File: config.mk
export PLATFORM = sky130hd
export DESIGN_NAME = pio_loader
export DESIGN_NICKNAME = d
export VERILOG_FILES = /design/src/rtl/pio_pkg.sv /design/src/rtl/pio_loader.sv
export SDC_FILE = /design/constraint.sdc
export NUM_CORES = 1
export LEC_CHECK = 0
export ABC_CLOCK_PERIOD_IN_PS = 3050
export CAP_MARGIN = 10
export CORE_MARGIN = 3
export CORE_UTILIZATION = 55
export CTS_CLUSTER_SIZE = 20
export DETAILED_ROUTE_END_ITERATION = 16
export PLACE_DENSITY = 0.79
export SLEW_MARGIN = 0
export SYNTH_ARGS = -nofsm -noshare
export SYNTH_HDL_FRONTEND = slang
export SYNTH_SLANG_ARGS = --single-unit
File: constraint.sdc
create_clock -name clk -period 3.05 [get_ports clk]
set_clock_uncertainty 0.2 [all_clocks]
set_input_delay 0.61 -clock clk [delete_from_list [all_inputs] [get_ports clk]]
set_output_delay 0.61 -clock clk [all_outputs]
set_load 0.01 [all_outputs]
File: src/rtl/pio_pkg.sv
// Shared definitions for the PIO loader: action codes, loader states, frame length.
// PIO_LOADER_CSUM_EN adds the trailing checksum byte to each frame.
package pio_pkg;

  localparam logic [3:0] ACT_NONE = 4'd0;
  localparam logic [3:0] ACT_PROG = 4'd1;
  localparam logic [3:0] ACT_WRAP = 4'd2;
  localparam logic [3:0] ACT_PINS = 4'd5;
  localparam logic [3:0] ACT_EN   = 4'd6;
  localparam logic [3:0] ACT_DIV  = 4'd7;
  localparam logic [3:0] ACT_SIDE = 4'd8;

  typedef enum logic [2:0] {
    S_HDR,
    S_IDX,
    S_D3,
    S_D2,
    S_D1,
    S_D0,
    S_CSUM,
    S_ISSUE
  } loader_state_e;

`ifdef PIO_LOADER_CSUM_EN
  localparam int FRAME_LEN = 7;
`else
  localparam int FRAME_LEN = 6;
`endif

endpackage

File: src/rtl/pio_loader.sv
// Byte-stream loader that replays framed commands as single-cycle PIO host writes.
// Optional macro PIO_LOADER_CSUM_EN: expect a trailing XOR checksum byte per frame.
//
// state   | meaning
// S_HDR   | idle, waiting for header byte {action, mindex, 2'b00}
// S_IDX   | waiting for instruction index byte
// S_D3..0 | waiting for data bytes, most significant first
// S_CSUM  | waiting for checksum byte (checksum build only)
// S_ISSUE | write presented to the PIO for one cycle, input stalled
module pio_loader
  import pio_pkg::*;
#(
  parameter int TIMEOUT = 50000
) (
  input  logic        clk,
  input  logic        n_reset,
  input  logic [7:0]  in_data,
  input  logic        in_valid,
  output logic        in_ready,
  output logic [3:0]  action,
  output logic [31:0] din,
  output logic [4:0]  index,
  output logic [1:0]  mindex,
  output logic        busy,
  output logic        err,
  output logic [15:0] frame_cnt
);

  localparam logic [31:0] TIMEOUT_C = 32'(TIMEOUT);

  loader_state_e state_q, state_d;
  logic [3:0]  stg_act_q, stg_act_d;
  logic [1:0]  stg_mindex_q, stg_mindex_d;
  logic [4:0]  stg_index_q, stg_index_d;
  logic [31:0] stg_din_q, stg_din_d;
  logic [31:0] gap_q, gap_d;
  logic [3:0]  action_q, action_d;
  logic [31:0] din_q, din_d;
  logic [4:0]  index_q, index_d;
  logic [1:0]  mindex_q, mindex_d;
  logic        err_q, err_d;
  logic [15:0] cnt_q, cnt_d;
`ifdef PIO_LOADER_CSUM_EN
  logic [7:0]  csum_q, csum_d;
`endif

  logic xfer;
  logic timeout_hit;
  logic issue;

  assign in_ready  = (state_q != S_ISSUE);
  assign busy      = (state_q != S_HDR);
  assign action    = action_q;
  assign din       = din_q;
  assign index     = index_q;
  assign mindex    = mindex_q;
  assign err       = err_q;
  assign frame_cnt = cnt_q;

  always_comb begin
    state_d      = state_q;
    stg_act_d    = stg_act_q;
    stg_mindex_d = stg_mindex_q;
    stg_index_d  = stg_index_q;
    stg_din_d    = stg_din_q;
    action_d     = ACT_NONE;
    din_d        = din_q;
    index_d      = index_q;
    mindex_d     = mindex_q;
    err_d        = 1'b0;
    cnt_d        = cnt_q;
`ifdef PIO_LOADER_CSUM_EN
    csum_d       = csum_q;
`endif
    issue        = 1'b0;
    xfer         = in_valid && in_ready;
    timeout_hit  = (TIMEOUT != 0) && (state_q != S_HDR) && (state_q != S_ISSUE)
                   && (gap_q >= TIMEOUT_C);
    gap_d        = (xfer || state_q == S_HDR) ? 32'd0 : gap_q + 32'd1;

    // A byte arriving in the timeout cycle is dropped together with the frame.
    if (timeout_hit) begin
      state_d      = S_HDR;
      err_d        = 1'b1;
      gap_d        = 32'd0;
      stg_act_d    = '0;
      stg_mindex_d = '0;
      stg_index_d  = '0;
      stg_din_d    = '0;
    end else begin
      case (state_q)
        S_HDR: if (xfer) begin
          stg_act_d    = in_data[7:4];
          stg_mindex_d = in_data[3:2];
`ifdef PIO_LOADER_CSUM_EN
          csum_d       = in_data;
`endif
          state_d      = S_IDX;
        end
        S_IDX: if (xfer) begin
          stg_index_d = in_data[4:0];
`ifdef PIO_LOADER_CSUM_EN
          csum_d      = csum_q ^ in_data;
`endif
          state_d     = S_D3;
        end
        S_D3: if (xfer) begin
          stg_din_d[31:24] = in_data;
`ifdef PIO_LOADER_CSUM_EN
          csum_d           = csum_q ^ in_data;
`endif
          state_d          = S_D2;
        end
        S_D2: if (xfer) begin
          stg_din_d[23:16] = in_data;
`ifdef PIO_LOADER_CSUM_EN
          csum_d           = csum_q ^ in_data;
`endif
          state_d          = S_D1;
        end
        S_D1: if (xfer) begin
          stg_din_d[15:8] = in_data;
`ifdef PIO_LOADER_CSUM_EN
          csum_d          = csum_q ^ in_data;
`endif
          state_d         = S_D0;
        end
        S_D0: if (xfer) begin
          stg_din_d[7:0] = in_data;
`ifdef PIO_LOADER_CSUM_EN
          csum_d         = csum_q ^ in_data;
          state_d        = S_CSUM;
`else
          state_d        = S_ISSUE;
          issue          = 1'b1;
`endif
        end
`ifdef PIO_LOADER_CSUM_EN
        S_CSUM: if (xfer) begin
          if (in_data == csum_q) begin
            state_d = S_ISSUE;
            issue   = 1'b1;
          end else begin
            state_d = S_HDR;
            err_d   = 1'b1;
          end
        end
`endif
        S_ISSUE: state_d = S_HDR;
        default: state_d = S_HDR;
      endcase
    end

    // Outputs load on the final transfer edge so they are valid throughout S_ISSUE.
    if (issue && stg_act_d != ACT_NONE) begin
      action_d = stg_act_d;
      din_d    = stg_din_d;
      index_d  = stg_index_d;
      mindex_d = stg_mindex_d;
      cnt_d    = cnt_q + 16'd1;
    end
  end

  always_ff @(posedge clk or negedge n_reset) begin
    if (!n_reset) begin
      state_q      <= S_HDR;
      stg_act_q    <= '0;
      stg_mindex_q <= '0;
      stg_index_q  <= '0;
      stg_din_q    <= '0;
      gap_q        <= '0;
      action_q     <= '0;
      din_q        <= '0;
      index_q      <= '0;
      mindex_q     <= '0;
      err_q        <= 1'b0;
      cnt_q        <= '0;
`ifdef PIO_LOADER_CSUM_EN
      csum_q       <= '0;
`endif
    end else begin
      state_q      <= state_d;
      stg_act_q    <= stg_act_d;
      stg_mindex_q <= stg_mindex_d;
      stg_index_q  <= stg_index_d;
      stg_din_q    <= stg_din_d;
      gap_q        <= gap_d;
      action_q     <= action_d;
      din_q        <= din_d;
      index_q      <= index_d;
      mindex_q     <= mindex_d;
      err_q        <= err_d;
      cnt_q        <= cnt_d;
`ifdef PIO_LOADER_CSUM_EN
      csum_q       <= csum_d;
`endif
    end
  end

endmodule

* Word-level counts from Yosys, hierarchy flattened
Cells that the tools add are included.
Cells by class: add/sub/neg operators 2, eq/ne operators 12, reductions and logical operators 9, order comparisons 1, mux-type cells 33
Operators with widths (count):
- $mux 32 | 3
- $mux 8 | 8
- $add 32x1->32 const B | 1
- $ge 32x16->1 const B | 1
- $mux 3 | 7
- $ne 3x3->1 const B | 7
- $pmux 3 s6 | 1
- $add 16x1->16 const B | 1
- $mux 4 | 4
- $mux 5 | 3
- $eq 3x2->1 const B | 2
- $eq 3x3->1 const B | 2
- $mux 2 | 3
- $reduce_and 6->1 | 1
- $logic_and 1x1->1 | 4
- $mux 1 | 4
- $reduce_bool 4->1 | 1
- $eq 3x1->1 const B | 1
- $logic_not 3->1 | 1
- $reduce_bool 3->1 | 1
- $logic_or 1x1->1 | 1
Storage, ports and cells: logic and storage cells 69, bits in registers 138

* Depth between registers and ports, before layout
Gate-level depths: netlist of the first run.
word-level depth 8, gate-level depth with buffers 8, gate-level depth less buffers 6

* Worst setup path after synthesis of the first run
No wires, ideal clock.
path kind input port to flip-flop, start point input in_valid, end point register cnt_q[5], in the netlist frame_cnt[5], data arrival time 1885 ps, setup time 79 ps, stages on the path 7, path slack 885 ps, path through nand4b_4 buf_6 nor2_1 or4b_1 buf_2 nor3_4 xor2_1
On the way: longest elaborated chain between the ends 6
Ends and longest elaborated chain:
- from (decl) | line pio_loader.sv:18 | input logic in_valid,
- $logic_and 1x1->1 * | line pio_loader.sv:76 | xfer = in_valid && in_ready;
- $mux 4 | line pio_loader.sv:92 | S_HDR: if (xfer) begin
- $mux 4 | line pio_loader.sv:91 | case (state_q)
- $mux 4 | line pio_loader.sv:82 | if (timeout_hit) begin
- $reduce_bool 4->1 | line pio_loader.sv:155 | if (issue && stg_act_d != ACT_NONE) begin
- $logic_and 1x1->1 * | line pio_loader.sv:155
- to (signal assigned) | line pio_loader.sv:193 | cnt_q <= cnt_d;
- to (decl) | line pio_loader.sv:42 | logic [15:0] cnt_q, cnt_d;
Every way passes the cells marked *; elsewhere a longest branch is shown, timed or not. A chain may end at the register's enable or synchronous reset.

* Final worst setup path of the first run
start point register state_q[2], end point output busy
On the way: longest elaborated chain between the ends 1
Ends and longest elaborated chain:
- from (decl) | line pio_loader.sv:31 | loader_state_e state_q, state_d;
- from (signal assigned) | line pio_loader.sv:182 | state_q <= state_d;
- $reduce_bool 3->1 | line pio_loader.sv:52 | assign busy = (state_q != S_HDR);
- to (decl) | line pio_loader.sv:24 | output logic busy,
No other way between the ends.

==> flow_summary.json, run 1 <==
{
  "postCtsSetupBuffers": 0,
  "gr-total-overflow": 0,
  "cp-end-kind": "output port",
  "dieHeight_um": 109,
  "min-delay-start": "frame_cnt[14]$_DFFE_PN0P_",
  "yosys-top-cells-count": "dfrtp_1 (138), nor2_1 (133), mux2i_1 (43)",
  "synthCells": 537,
  "n_fill_cell": 707,
  "hpwlAfterDp_mm": 8.10,
  "setup_viol": 0,
  "clk_latency_ns": 0.52,
  "syn_avg_cell_area_um2": 10.9,
  "die_x_um": 109,
  "yosysMostFrequentCell": "dfrtp_1",
  "clock-sinks": 138,
  "grt_pass1_vias": 4103,
  "r2r-start": "gap_q[30]$_DFF_PN0_",
  "fin_cells": 767,
  "yosysUniqueCellTypes": 38,
  "routed_wl_mm": 12.6,
  "cts_max_level": 4,
  "cts-root-buf": "clkbuf_8",
  "synth_top_area_frac": 0.588,
  "synth_warnings": 0,
  "yosys.area_share.simple": 0.194,
  "ys.flop_type": "dfrtp_1",
  "design_area_um2": 7400,
  "timing.final.crit_share": 0.925,
  "r2r_slack_ns": 0.61,
  "finalNetCount": 632,
  "fin_util": 0.713,
  "drv_cap": 0,
  "arrival_ns": 2.01,
  "num_antenna_cells": 0,
  "core_area_um2": 10400,
  "slew_viol_final": 0,
  "setup_ws_ns": 0.229,
  "fin_tns_setup_ns": 0,
  "viasPerCell": 5.42,
  "io_buffers": 72,
  "placementRows": 37,
  "async_flop_share": 1.00,
  "max_freq_mhz": 354,
  "grt_pass1_wl_mm": 20.8,
  "synthMuxAreaShare": 0.0752,
  "power_density_nw_per_um2": 930,
  "report.power.total_mw": 6.88,
  "wire_per_inst_um": 16.4,
  "critPathKind": "reg2out",
  "initial_core_util": 0.567,
  "clockBufferDepth": 2,
  "antenna_found_initial": 0,
  "drcViolationCount": 0,
  "grt_max_degree": 79,
  "multi_input_area_um2": 2270,
  "startpoint": "state_q[2]$_DFFE_PN0P_",
  "clkTransAtPathRegs_ns": 0.06,
  "drtIter0Drc": 223,
  "synth-seq-area-share": 0.588,
  "ios": 73,
  "detail-route-antenna-nets": 0,
  "syn_area_um2": 5880,
  "synth_top_family_by_area": "simple AND/OR/NAND/NOR gates",
  "worstMarginPinSlew_ns": 0.609,
  "fin_hold_ws_ns": 0.295,
  "leakagePower_nw": 3.22,
  "drt_first_pass_iters": 4,
  "cts_tree": "yes",
  "place_area_um2": 6770,
  "pre_cts_ws_ns": 0.299,
  "dieArea_um2": 12000,
  "grt_usage": 0.230,
  "crit_fanout": 9,
  "cp.required_ns": 2.24,
  "final_layout_size_suffix_gt1_frac": 0.0967,
  "synth_top_cell_by_area": "dfrtp_1",
  "synth_compound_area_frac": 0.0426,
  "outcome": "finished, final reports clean",
  "num_vias": 4160,
  "place_congestion": 0.821,
  "synth_edf_count": 0,
  "startpoint_type": "register",
  "ir_worst_vdd_mv": 0.471,
  "seqCellArea_um2": 3450,
  "hold_violations": 0,
  "ys_ff_latch": 138,
  "slew_headroom": 0.592,
  "synth_xor_area_frac": 0.0671,
  "cts-buffers-inserted": 17,
  "hold_class": "reg2reg",
  "final.min_clock_period_ns": 2.82,
  "placedCellCount": 734,
  "rsz0062_at_grt": "no",
  "synthTopCellsByArea": "dfrtp_1 (59%), nor2_1 (8.5%), mux2i_1 (7.3%), xnor2_1 (5.1%), a21oi_1 (3.6%)",
  "synthAdderAreaFrac": 0.00639,
  "synth_nets": 551,
  "syn_to_final_growth_pct": 25.8
}
## power by group
group          switching [mW]  internal, mW  total [mW]  leakage [nW]
clock                   0.744          1.33        2.08         0.290
sequential              0.353          2.44        2.80          1.73
combinational            1.01         0.995        2.00          1.20
## flip-flops by register name, summed over array words and instances (netlist names)
signal / count
din: 32
gap_q: 32
stg_din_q: 32
frame_cnt: 16
index: 5
stg_index_q: 5
action: 4
stg_act_q: 4
state_q: 3
mindex: 2
stg_mindex_q: 2
err: 1
## worst max-delay path, cell delays in order, from the launching register on
cell,delay [ns]
dfrtp_1,0.51
nor3_2,0.38
inv_1,0.11
clkdlybuf4s50_1,0.50
## cell type report
cell class	count	share of cell area
well taps	136	0.0230
inverters	9	0.00457
flip-flops and latches	138	0.467
multi-input cells	366	0.307
clock buffers	22	0.0639
repair buffers	86	0.116
clock inverters	10	0.0188
## layer usage
metal  GRT usage  vias up  routed length [um]
li1            -     1977                   -
met1       0.301     2085                5380
met2       0.382       89                6540
met3      0.0458        9                 550
met4      0.0846        0                  90
met5           0        -                   0
## cell usage in the layout, fill, tap and decap left out, types with 3 or more instances in the layout
cell type	n
nor4_1	8
nor3_1	8
nand2_1	18
nand4_1	13
clkinvlp_4	4
ha_1	3
and3_1	4
clkbuf_8	5
a21oi_1	41
clkdlybuf4s50_1	71
and4_1	7
clkbuf_16	16
dfrtp_1	138
nor2_1	133
bufinv_16	3
buf_4	11
and2_1	3
xnor2_1	34
nor4_2	3
xor2_1	11
mux2i_1	43
nand2b_1	4
nand3_1	13
inv_1	9
nor3_2	3
## kinds of logic after synthesis
group                    Yosys count
AND/OR/NAND/NOR                  227
flip-flops                       138
AO/OA/AOI/OAI                     47
XOR/XNOR                          45
multiplexers                      44
buffers and inverters             33
adder cells (fa/ha/maj)            3
## final timing paths
path / to / cells past startpoint
min: frame_cnt[14]$_DFFE_PN0P_ / 1
max: busy / 3
max in group asynchronous: frame_cnt[14]$_DFFE_PN0P_ / 3
min in group asynchronous: din[25]$_DFFE_PN0P_ / 2
min reg2reg: frame_cnt[14]$_DFFE_PN0P_ / 1
max reg2reg: stg_din_q[5]$_DFF_PN0_ / 6
## what timing repair did
| action | in CTS | in global routing |
|---|---|---|
| hold buffers | 1 | 0 |
| endpoints found under the hold margin | 52 | 0 |
| resized for setup | 0 | 1 |
| setup endpoints to repair | 0 | 1 |
Power figures use the tool's default switching activity.
==> run 2: changes to the inputs <==
--- a/config.mk
+++ b/config.mk
@@ -7,7 +7,7 @@
 export LEC_CHECK = 0
 export ABC_CLOCK_PERIOD_IN_PS = 3050
 export CAP_MARGIN = 10
-export CORE_MARGIN = 3
+export CORE_MARGIN = 4
 export CORE_UTILIZATION = 55
 export CTS_CLUSTER_SIZE = 20
 export DETAILED_ROUTE_END_ITERATION = 16
==> flow_summary.json, run 2 (synthesis results as in run 1) <==
{
  "fin_util": 0.707,
  "clk_latency_ns": 0.52,
  "outcome": "finished, final reports clean",
  "gr-total-overflow": 0,
  "cts-buffers-inserted": 17,
  "worstMarginPinSlew_ns": 0.686,
  "path_delay_family": "buffers and inverters",
  "critPathKind": "reg2out",
  "placementRows": 37,
  "postCtsSetupBuffers": 0,
  "clkTransAtPathRegs_ns": 0.06,
  "arrival_ns": 1.93,
  "drv_cap": 0,
  "crit_path_max_incr_delay_ns": 0.53,
  "core_area_um2": 10400,
  "ctsResizeCount": 0,
  "final_common_cell": "dfrtp_1",
  "io_buffers": 72,
  "grt_pass1_wl_mm": 21.6,
  "dieHeight_um": 111,
  "num_antenna_cells": 0,
  "crit_fanout": 9,
  "grt_usage": 0.218,
  "path_cells": "and3_1 > inv_1 > clkdlybuf4s50_1",
  "timing.final.crit_share": 0.898,
  "detail-route-antenna-nets": 0,
  "wire_per_inst_um": 16.7,
  "leakagePower_nw": 3.19,
  "syn_to_final_growth_pct": 24.8,
  "antenna_found_initial": 0,
  "drcViolationCount": 0,
  "num_vias": 4188,
  "viasPerCell": 5.46,
  "rsz0062_at_grt": "no",
  "design_area_um2": 7330,
  "clock-sinks": 138,
  "finalNetCount": 632,
  "max_freq_mhz": 365,
  "grt_max_degree": 79,
  "drtIter0Drc": 218,
  "cp.required_ns": 2.24,
  "die_x_um": 111,
  "fin_tns_setup_ns": 0,
  "place_area_um2": 6780,
  "dieArea_um2": 12400,
  "path_buf_inv": 2,
  "setup_viol": 0,
  "cts-root-buf": "clkbuf_8",
  "place_congestion": 0.831,
  "slew_viol_final": 0,
  "final_cell_mix": "dfrtp_1 (138), nor2_1 (133), clkdlybuf4s50_1 (71), mux2i_1 (43), a21oi_1 (41)",
  "hpwlAfterDp_mm": 8.19,
  "hold_class": "reg2reg",
  "cts_tree": "yes",
  "grt_pass1_vias": 4323,
  "cpMaxStageDelayCell": "dfrtp_1",
  "startpoint_type": "register",
  "ir_worst_vdd_mv": 0.428,
  "routed_wl_mm": 12.8,
  "power_density_nw_per_um2": 907,
  "ios": 73,
  "hold_buffers": 1,
  "cp-end-kind": "output port",
  "drt_first_pass_iters": 4,
  "final.min_clock_period_ns": 2.74,
  "cts_max_level": 4,
  "initial_core_util": 0.567,
  "hold_violations": 0,
  "clockBufferDepth": 2,
  "final_layout_size_suffix_gt1_frac": 0.0951,
  "slew_headroom": 0.543
}
run 2: layout make-up:
type                            instances  area (um2)
Timing Repair Buffer                   86         863
Sequential cell                       138        3450
Multi-Input combinational cell        366        2270
Tap cell                              136         170
Fill cell                             743        3040
Clock inverter                         14         126
Inverter                                9        33.8
Clock buffer                           18         418
run 2: metrics by stage:
stage          cells  setup slack, ns  hold WS, ns  power [mW]
3_3_place_gp     734            0.308        0.263        4.72
2_1_floorplan    537            0.885        0.114        3.85
6_report         767            0.311        0.295        6.65
5_1_grt          767            0.197        0.320        7.06
3_5_place_dp     734            0.262        0.266        4.81
4_1_cts          767            0.296        0.291        6.71
run 2: per-layer routing:
layer	track usage	vias up	wire, um
li1	-	1977	-
met4	0.0860	0	280
met5	0	-	0
met1	0.283	2092	5560
met2	0.351	92	6440
met3	0.0592	27	491
run 2: final timing paths:
| path | startpoint | end | slack [ns] | depth (start not counted) |
|---|---|---|---|---|
| setup reg to reg | gap_q[30]$_DFF_PN0_ | frame_cnt[5]$_DFFE_PN0P_ | 0.56 | 5 |
| max in group asynchronous | n_reset | gap_q[30]$_DFF_PN0_ | 1.48 | 3 |
| setup / recovery | state_q[2]$_DFFE_PN0P_ | in_ready | 0.31 | 3 |
| hold reg to reg | frame_cnt[15]$_DFFE_PN0P_ | frame_cnt[15]$_DFFE_PN0P_ | 0.30 | 1 |
| hold / removal | frame_cnt[15]$_DFFE_PN0P_ | frame_cnt[15]$_DFFE_PN0P_ | 0.30 | 1 |
| min in group asynchronous | n_reset | din[25]$_DFFE_PN0P_ | 0.48 | 2 |
run 2: worst reg2reg max path: stages, from the launching register on:
cell and delay, ns:
dfrtp_1 0.40, nor4_1 0.40, nand4_2 0.27, or4b_1 0.69, nor3_4 0.27, xor2_1 0.17
run 2: power breakdown:
group          internal [mW]  switching [mW]  leakage, nW
clock network           1.08           0.785        0.253
logic                   1.00            1.01         1.20
registers               2.44           0.333         1.73
total                   4.53            2.13         3.19
